==> config.mk <==
export PLATFORM = sky130hd
export DESIGN_NAME = uart_rx_flat
export DESIGN_NICKNAME = d
export VERILOG_FILES = /design/src/rtl/uart_pkg.sv /design/src/rtl/uart_rx_if.sv /design/src/rtl/uart_rx_tick.sv /design/src/rtl/uart_rx.sv /design/src/flat_wrapper.sv
export SDC_FILE = /design/constraint.sdc
export NUM_CORES = 1
export LEC_CHECK = 0
export ABC_AREA = 1
export CORE_MARGIN = 3
export CORE_UTILIZATION = 51
export CTS_BUF_LIST = sky130_fd_sc_hd__clkbuf_8
export CTS_CLUSTER_SIZE = 24
export DETAILED_ROUTE_END_ITERATION = 16
export HOLD_SLACK_MARGIN = 0.1
export PLACE_DENSITY = 0.78
export SYNTH_ARGS = -nofsm -noshare
export SYNTH_HDL_FRONTEND = slang
export SYNTH_SLANG_ARGS = --single-unit
export TNS_END_PERCENT = 5
==> constraint.sdc <==
create_clock -name clk -period 1.9 [get_ports clk]
set_input_delay 0.475 -clock clk [delete_from_list [all_inputs] [get_ports clk]]
set_output_delay 0.475 -clock clk [all_outputs]
set_load 0.02 [all_outputs]
==> src/rtl/uart_pkg.sv <==
// uart_pkg: shared UART constants and receiver state encoding.
package uart_pkg;
    localparam int DATA_BITS = 8;
    localparam int CNT_W = 13;
    localparam int IDX_W = $clog2(DATA_BITS);
    typedef enum logic [1:0] {IDLE, START, DATA, STOP} state_t;
endpackage

==> src/rtl/uart_rx_if.sv <==
// uart_rx_if: serial line in, received byte and status pulses out.
interface uart_rx_if;
    import uart_pkg::*;
    logic rx;
    logic [DATA_BITS-1:0] rx_data;
    logic rx_valid;
    logic frame_err;
    logic rx_busy;
    modport master (output rx, input rx_data, rx_valid, frame_err, rx_busy);
    modport slave (input rx, output rx_data, rx_valid, frame_err, rx_busy);
endinterface

==> src/rtl/uart_rx_tick.sv <==
// uart_rx_tick: bit-period counter issuing a one-clk tick at mid-bit.
module uart_rx_tick
    import uart_pkg::*;
#(
    parameter int CLK_DIV = 1250
) (
    input  logic clk,
    input  logic rst_n,
    input  logic en,
    output logic tick
);
    localparam logic [CNT_W-1:0] LAST = CNT_W'(CLK_DIV - 1);
    localparam logic [CNT_W-1:0] HALF = CNT_W'(CLK_DIV / 2);
    logic [CNT_W-1:0] cnt;
    always_ff @(posedge clk or negedge rst_n)
        if (!rst_n) cnt <= '0;
        else cnt <= (!en || cnt == LAST) ? '0 : cnt + CNT_W'(1);
    assign tick = en && cnt == HALF;
endmodule

==> src/rtl/uart_rx.sv <==
// uart_rx: 8N1 receiver; samples each bit at its middle and reports framed bytes
// or stop-bit errors as single-cycle pulses.
module uart_rx
    import uart_pkg::*;
#(
    parameter int CLK_DIV = 1250
) (
    input logic clk,
    input logic rst_n,
    uart_rx_if.slave bus
);
    localparam logic [IDX_W-1:0] LAST_IDX = IDX_W'(DATA_BITS - 1);
    state_t state, next;
    logic [2:0] sync;
    logic rx_s, fall, tick, load, ferr, shift, valid, err;
    logic [IDX_W-1:0] idx;
    logic [DATA_BITS-1:0] sh, data;
    // sync[1] is the synchronized line; sync[2] is its delayed copy for edge detect
    always_ff @(posedge clk or negedge rst_n)
        if (!rst_n) sync <= 3'b111;
        else sync <= {sync[1:0], bus.rx};
    assign rx_s = sync[1];
    assign fall = sync[2] & ~sync[1];
    uart_rx_tick #(.CLK_DIV(CLK_DIV)) u_tick (
        .clk(clk),
        .rst_n(rst_n),
        .en(state != IDLE),
        .tick(tick)
    );
    always_ff @(posedge clk or negedge rst_n)
        if (!rst_n) state <= IDLE;
        else state <= next;
    always_comb begin
        next = state;
        load = 1'b0;
        ferr = 1'b0;
        shift = 1'b0;
        case (state)
            IDLE: next = fall ? START : IDLE;
            START: next = tick ? (rx_s ? IDLE : DATA) : START;
            DATA: begin
                shift = tick;
                next = (tick && idx == LAST_IDX) ? STOP : DATA;
            end
            STOP: begin
                next = tick ? IDLE : STOP;
                load = tick && rx_s;
                ferr = tick && !rx_s;
            end
            default: next = IDLE;
        endcase
    end
    always_ff @(posedge clk or negedge rst_n)
        if (!rst_n) begin
            idx <= '0;
            sh <= '0;
            data <= '0;
            valid <= 1'b0;
            err <= 1'b0;
        end else begin
            valid <= load;
            err <= ferr;
            if (state == START) idx <= '0;
            else if (shift) idx <= idx + IDX_W'(1);
            if (shift) sh[idx] <= rx_s;
            if (load) data <= sh;
        end
    assign bus.rx_data = data;
    assign bus.rx_valid = valid;
    assign bus.frame_err = err;
    assign bus.rx_busy = state != IDLE;
endmodule

==> src/flat_wrapper.sv <==
// flat-port wrapper written by rule: the top's interface ports become plain ports
module uart_rx_flat import uart_pkg::*;
#(
    parameter int CLK_DIV = 1250
)
  (clk, rst_n, bus_rx, bus_rx_data, bus_rx_valid, bus_frame_err, bus_rx_busy);
  uart_rx_if bus_i ();
  input logic clk;
  input logic rst_n;
  input wire logic [$bits(bus_i.rx)-1:0] bus_rx;
  output wire logic [$bits(bus_i.rx_data)-1:0] bus_rx_data;
  output wire logic [$bits(bus_i.rx_valid)-1:0] bus_rx_valid;
  output wire logic [$bits(bus_i.frame_err)-1:0] bus_frame_err;
  output wire logic [$bits(bus_i.rx_busy)-1:0] bus_rx_busy;
  assign bus_i.rx = bus_rx;
  assign bus_rx_data = bus_i.rx_data;
  assign bus_rx_valid = bus_i.rx_valid;
  assign bus_frame_err = bus_i.frame_err;
  assign bus_rx_busy = bus_i.rx_busy;
  uart_rx #(.CLK_DIV(CLK_DIV)) u_core (.clk(clk), .rst_n(rst_n), .bus(bus_i));
endmodule
* Yosys cells after proc, flatten, opt, wreduce, memory -nomap -nowiden *
Cells that the tools add are included.

cells by class
  add/sub/neg operators = 2
  order comparisons = 2
  equal/unequal tests = 6
  mux-type cells = 15
  bitwise gates (word level) = 2
  reductions and logical operators = 11

operator list
  kind                                                                                  number
  13-bit by 1-bit adder with 13-bit output (second input constant)                      1
  13-bit by 10-bit equality test with 1-bit output (second input constant)              1
  13-bit by 11-bit equality test with 1-bit output (second input constant)              1
  13-bit two-way mux                                                                    1
  8-bit bitwise mux                                                                     1
  2-bit one-hot mux with 4 select lines                                                 1
  1-bit two-way mux                                                                     6
  2-bit two-way mux                                                                     3
  3-bit two-way mux                                                                     2
  1-bit logical AND                                                                     5
  2-bit equality test (second input constant)                                           2
  3-bit by 4-bit less-than comparator with 1-bit output (second input constant)         1
  2-bit nonzero test                                                                    2
  3-bit by 1-bit adder with 3-bit output (second input constant)                        1
  1-bit demux with 3-bit select                                                         1
  3-bit equality test (second input constant)                                           1
  3-bit by 1-bit greater-or-equal comparator with 1-bit output (second input constant)  1
  2-bit by 1-bit equality test with 1-bit output (second input constant)                1
  1-bit logical NOT                                                                     2
  2-bit logical NOT                                                                     1
  1-bit AND                                                                             1
  1-bit logical OR                                                                      1
  1-bit inverter                                                                        1

storage, ports and cells
  bits in registers = 39
  bits of input ports = 3
  output and inout bits = 11
  logic and storage cells = 46

* Depth between registers and ports, before layout *
  word-level depth = 5
  mapped depth = 10

* Hierarchy *
From an unflattened synthesis, not the netlist that was laid out.

second synthesis, totals
  cells, all modules = 225
  area, all modules = 1911.8 µm²

by module, submodules not included
  module        times used  cells an instance  area each (µm²)
  uart_rx       1           130                1161.1
  uart_rx_tick  1           95                 750.7

* Worst setup path before layout *
OpenSTA, ideal clock, no wires.

  path kind = reg2reg
  from = register u_core.sync[1]
  to = register u_core.data[0] (netlist: u_core.bus.rx_data[0])
  setup time = 65 ps
  data arrival time = 1306 ps
  required time = 1835 ps
  slack = 529 ps
  stages on the path, launching flop included = 8
  path buffers = 1
  path through = dfstp_2 buf_4 inv_1 nor3_1 nand2_4 clkinv_4 nand2_1 nand2_1

between the ends
  word-level cells in the longest chain between the ends = 2

ends and longest elaborated chain
  item                      RTL line       RTL
  start: declaration        uart_rx.sv:14  logic [2:0] sync;
  start signal: assignment  uart_rx.sv:21  else sync <= {sync[1:0], bus.rx};
  1-bit logical AND         uart_rx.sv:47  load = tick && rx_s;
  1-bit two-way mux         uart_rx.sv:38  case (state)
  named net u_core.load     uart_rx.sv:15  logic rx_s, fall, tick, load, ferr, shift, valid, err;
  end signal: assignment    uart_rx.sv:66  if (load) data <= sh;
  end: declaration          uart_rx.sv:17  logic [DATA_BITS-1:0] sh, data;

The timed path passes the listed nets, and every way through them passes these cells.
A chain may end at the register's enable or synchronous reset.

* Final worst setup path *
  from = register u_core.data[6] (netlist: u_core.bus.rx_data[6])
  to = output port bus_rx_data[6]

RTL lines
  item              RTL line            RTL
  end: declaration  flat_wrapper.sv:11  output wire logic [$bits(bus_i.rx_data)-1:0] bus_rx_data;

No word-level cell between the ends.

==> results by group <==
Run status
  • Status: finished, final reports clean

Timing
  • Final min period: 1.74 ns
  • Hold Vio Cnt, Final: 0
  • Setup Skew: 0.0105 ns
  • Fin Hold WS: about 0.12 ns
  • Actual slew at the worst max-slew pin: 0.444 ns
  • Period utilization: 91.5%
  • Worst setup margin: 0.162 ns
  • RSZ-0062 raised after global routing: false
  • Max-slew headroom: 70.4%
  • Max Fclk: 0.575 GHz
  • Setup TNS: 0 ns
  • Pins Over Slew Limit: 0
  • Final setup viols: 0

Setup path
  • WS Path Type: flip-flop to output port
  • Worst path bufs/invs: 1
  • CP Cell Sequence: clkdlybuf4s50_1
  • Worst path max stage delay: between 0.6 and 0.7 ns
  • Start of the worst register-to-register path: u_core.u_tick.cnt[1]
  • Worst Path Required: approximately 1.4 ns
  • Flop-to-flop setup slack: 0.34 ns
  • Max Fanout on Critical Path: 2
  • Reg2Reg Depth: 8
  • Worst EP arrival: 1.26 ns
  • Crit path capture type: output port
  • Critical-path top delay cell: clkdlybuf4s50_1
  • R2R Path End: u_core.sh[2]
  • Crit start category: flip-flop
  • Top cell family by delay on the critical path: buffers and inverters

Synth
  • Yosys cell types: 26
  • Seq/Total Area, Yosys: 49.4%
  • XOR/XNOR share of the synthesized area: ~1.3%
  • Synth area leader: dfrtp_1
  • Main area contributors after synthesis: dfrtp_1 45%, nand2_1 13%, nand4_1 5.4%
  • Synth Instances: between 200 and 250
  • Share of the synthesized area in the top cell type: 45.4%
  • Simple-Gate Fraction of Synth Area: 38.9%
  • Syn nets: 247
  • Flops & latches, synth: 39
  • Yosys warns: 0
  • Largest family of logic cells by synthesized area: simple AND/OR/NAND/NOR gates
  • Compound-gate portion of the synthesized area: 1.77%
  • Multiplexer share of the synthesized area: 0%
  • Post-Synth Adder-Cell Area: 2.52%
  • Mapped Avg Cell Area: 8.26 um^2
  • Mapped cell area: 1980 um^2

Floorplanning
  • Row cnt: 22
  • Die ar.: 4670 um^2
  • Core Box Area: 3720 um^2
  • Starting Density: 53.4%
  • Die Ht: approximately 68 um
  • Die X: 68.4 um
  • IO Pins: 14

Pwr
  • Power, Total: around 1.9 mW
  • Pwr Density: around 830 nW/um^2
  • Leak: 1.12 nW
  • Peak supply drop: ~530 uV

Clocking
  • CTS Sinks: 39
  • Clock root buffer master: clkbuf_8
  • CTS buffer count: 5
  • Post_cts resized: 1
  • Setup bufs post-CTS: 0
  • Hold buffers post-CTS: 0
  • Clk slew on worst S/H paths: 0.08 ns
  • Max H-tree Level: 2
  • Max Buffers Root-to-Sink: 2
  • TritonCTS clock tree: built
  • Worst skew pair latency: around 0.29 ns

Global route
  • Largest net degree at the start of global routing: 21
  • Initial antenna violation count: 0
  • First-pass GRT wire length: roughly 6.6 mm
  • Vias in the first global route: 1495
  • GRT Total Usage: 19.1%
  • Grt ovf: 0

Routing
  • DR WL/cell: 11.9 um
  • Vias after detailed routing: 1600
  • 1st-iter DRT viols: 174
  • Antenna viol nets, final: 0
  • Pre-antenna DRT Iters: 4
  • DRC viols: 0
  • Final WL: around 3.7 mm
  • DR vias/cell: 5.18

Placed design
  • Routability cong.: between 0.9 and 1
  • DP Worst Slack: 0.258 ns
  • IO Port Bufs: 13
  • Post-DP HPWL: 2.70 mm
  • Post-DP Area: 2190 um^2
  • Placed cell count: 301

Layout
  • Final net count: about 270
  • Final Non-Filler Cells: a little over 300
  • Fin util: 61.9%
  • N_diodes: 0
  • Final Cell Area: 2300 um^2
  • P&R area growth vs syn: 16.0%
  • Layout cells sized above 1: 13.8%

Worst hold path
  • HP Class: primary input to asynchronous set/reset pin

Run
  • Maxcap violations: 0
## metal layers
layer / vias up / global-route usage, % / part of all wire, %
li1: 822 / - / -
met1: 743 / 26.7 / 51
met2: 30 / 28.0 / 44
met3: 5 / 5.42 / 3.8
met4: 0 / 6.70 / 1.2
met5: - / 0 / 0
## cell families (layout without fill, tap and decap cells)
family | after synthesis | count (layout)
compound gates | 7 | 7
buf+inv | 29 | 50
fa+ha+maj | 4 | 4
simple gates | 158 | 158
flops | 39 | 39
xor+xnor | 3 | 3
## state kept, by name, indices dropped and copies added (netlist names)
register	flops
u_core.sync	3
u_core.sh	8
u_core.bus.frame_err	1
u_core.bus.rx_valid	1
u_core.idx	3
u_core.state	2
u_core.u_tick.cnt	13
u_core.bus.rx_data	8
## where the power goes
| part | internal, mW | total [mW] | switching (mW) |
|---|---|---|---|
| registers | 0.892 | 0.943 | 0.0514 |
| logic | 0.0939 | 0.270 | 0.176 |
| clock network | 0.391 | 0.685 | 0.294 |
## worst max-delay path by stage
stage | from | endpoint | slack (ns) | cells past startpoint
after floorplan | u_core.sync[1] | u_core.bus.rx_data[0] | 0.53 | 7
after global routing | u_core.state[0] | bus_rx_busy | 0.09 | 3
final | u_core.bus.rx_data[6] | bus_rx_data[6] | 0.16 | 1
after global placement | u_core.state[0] | bus_rx_busy | 0.29 | 3
after detailed placement | u_core.state[0] | bus_rx_busy | 0.26 | 3
after CTS | u_core.bus.rx_data[6] | bus_rx_data[6] | 0.15 | 1
## placed cells by master (no fill, tap or decap), drive strengths merged
cell type      count
dfrtp             36
nand2             73
bufinv             1
dlygate4sd2        1
ha                 4
clkinv             3
buf                5
clkbuf             5
nand4             17
inv               24
o21ai              3
xor2               3
nor3b              3
clkdlybuf4s50     11
nor3              11
nor2              34
a21oi              4
dfstp              3
nand3             19
nor4               1
## synthesized netlist by cell type
cell      number
nor3_1         8
xor2_1         3
nor3_2         2
nand2_1       67
clkinv_4       1
inv_1         22
nand2_2        5
a21oi_1        4
inv_2          2
nor3b_1        3
clkbuf_1       2
dfrtp_1       36
nor3_4         1
nand4_1       17
dfstp_2        3
ha_1           4
nand2_4        1
nor2_1        28
nor4_1         1
nand3_1       17
nor2_2         4
nand3_2        1
buf_4          2
nand3_4        1
o21ai_0        3
nor2_4         2
## area by class of cell
type | instances | area [um^2]
clock buffer | 5 | 68.8
clock inverter | 3 | 43.8
fill | 325 | 1420
inverter | 25 | 98.8
multi-input combinational | 172 | 882
sequential | 39 | 980
tap | 48 | 60.1
timing repair buffer | 17 | 166
## worst reg2reg max path, stage by stage (launching register included)
cell and delay [ns]:
dfrtp_1 0.40, inv_1 0.06, ha_1 0.18, nand2_1 0.06, nor2_1 0.12, nand2_2 0.11, nor3_4 0.30, nand4_1 0.18
nand2_1 0.10
(Power assumes the default switching activity.)
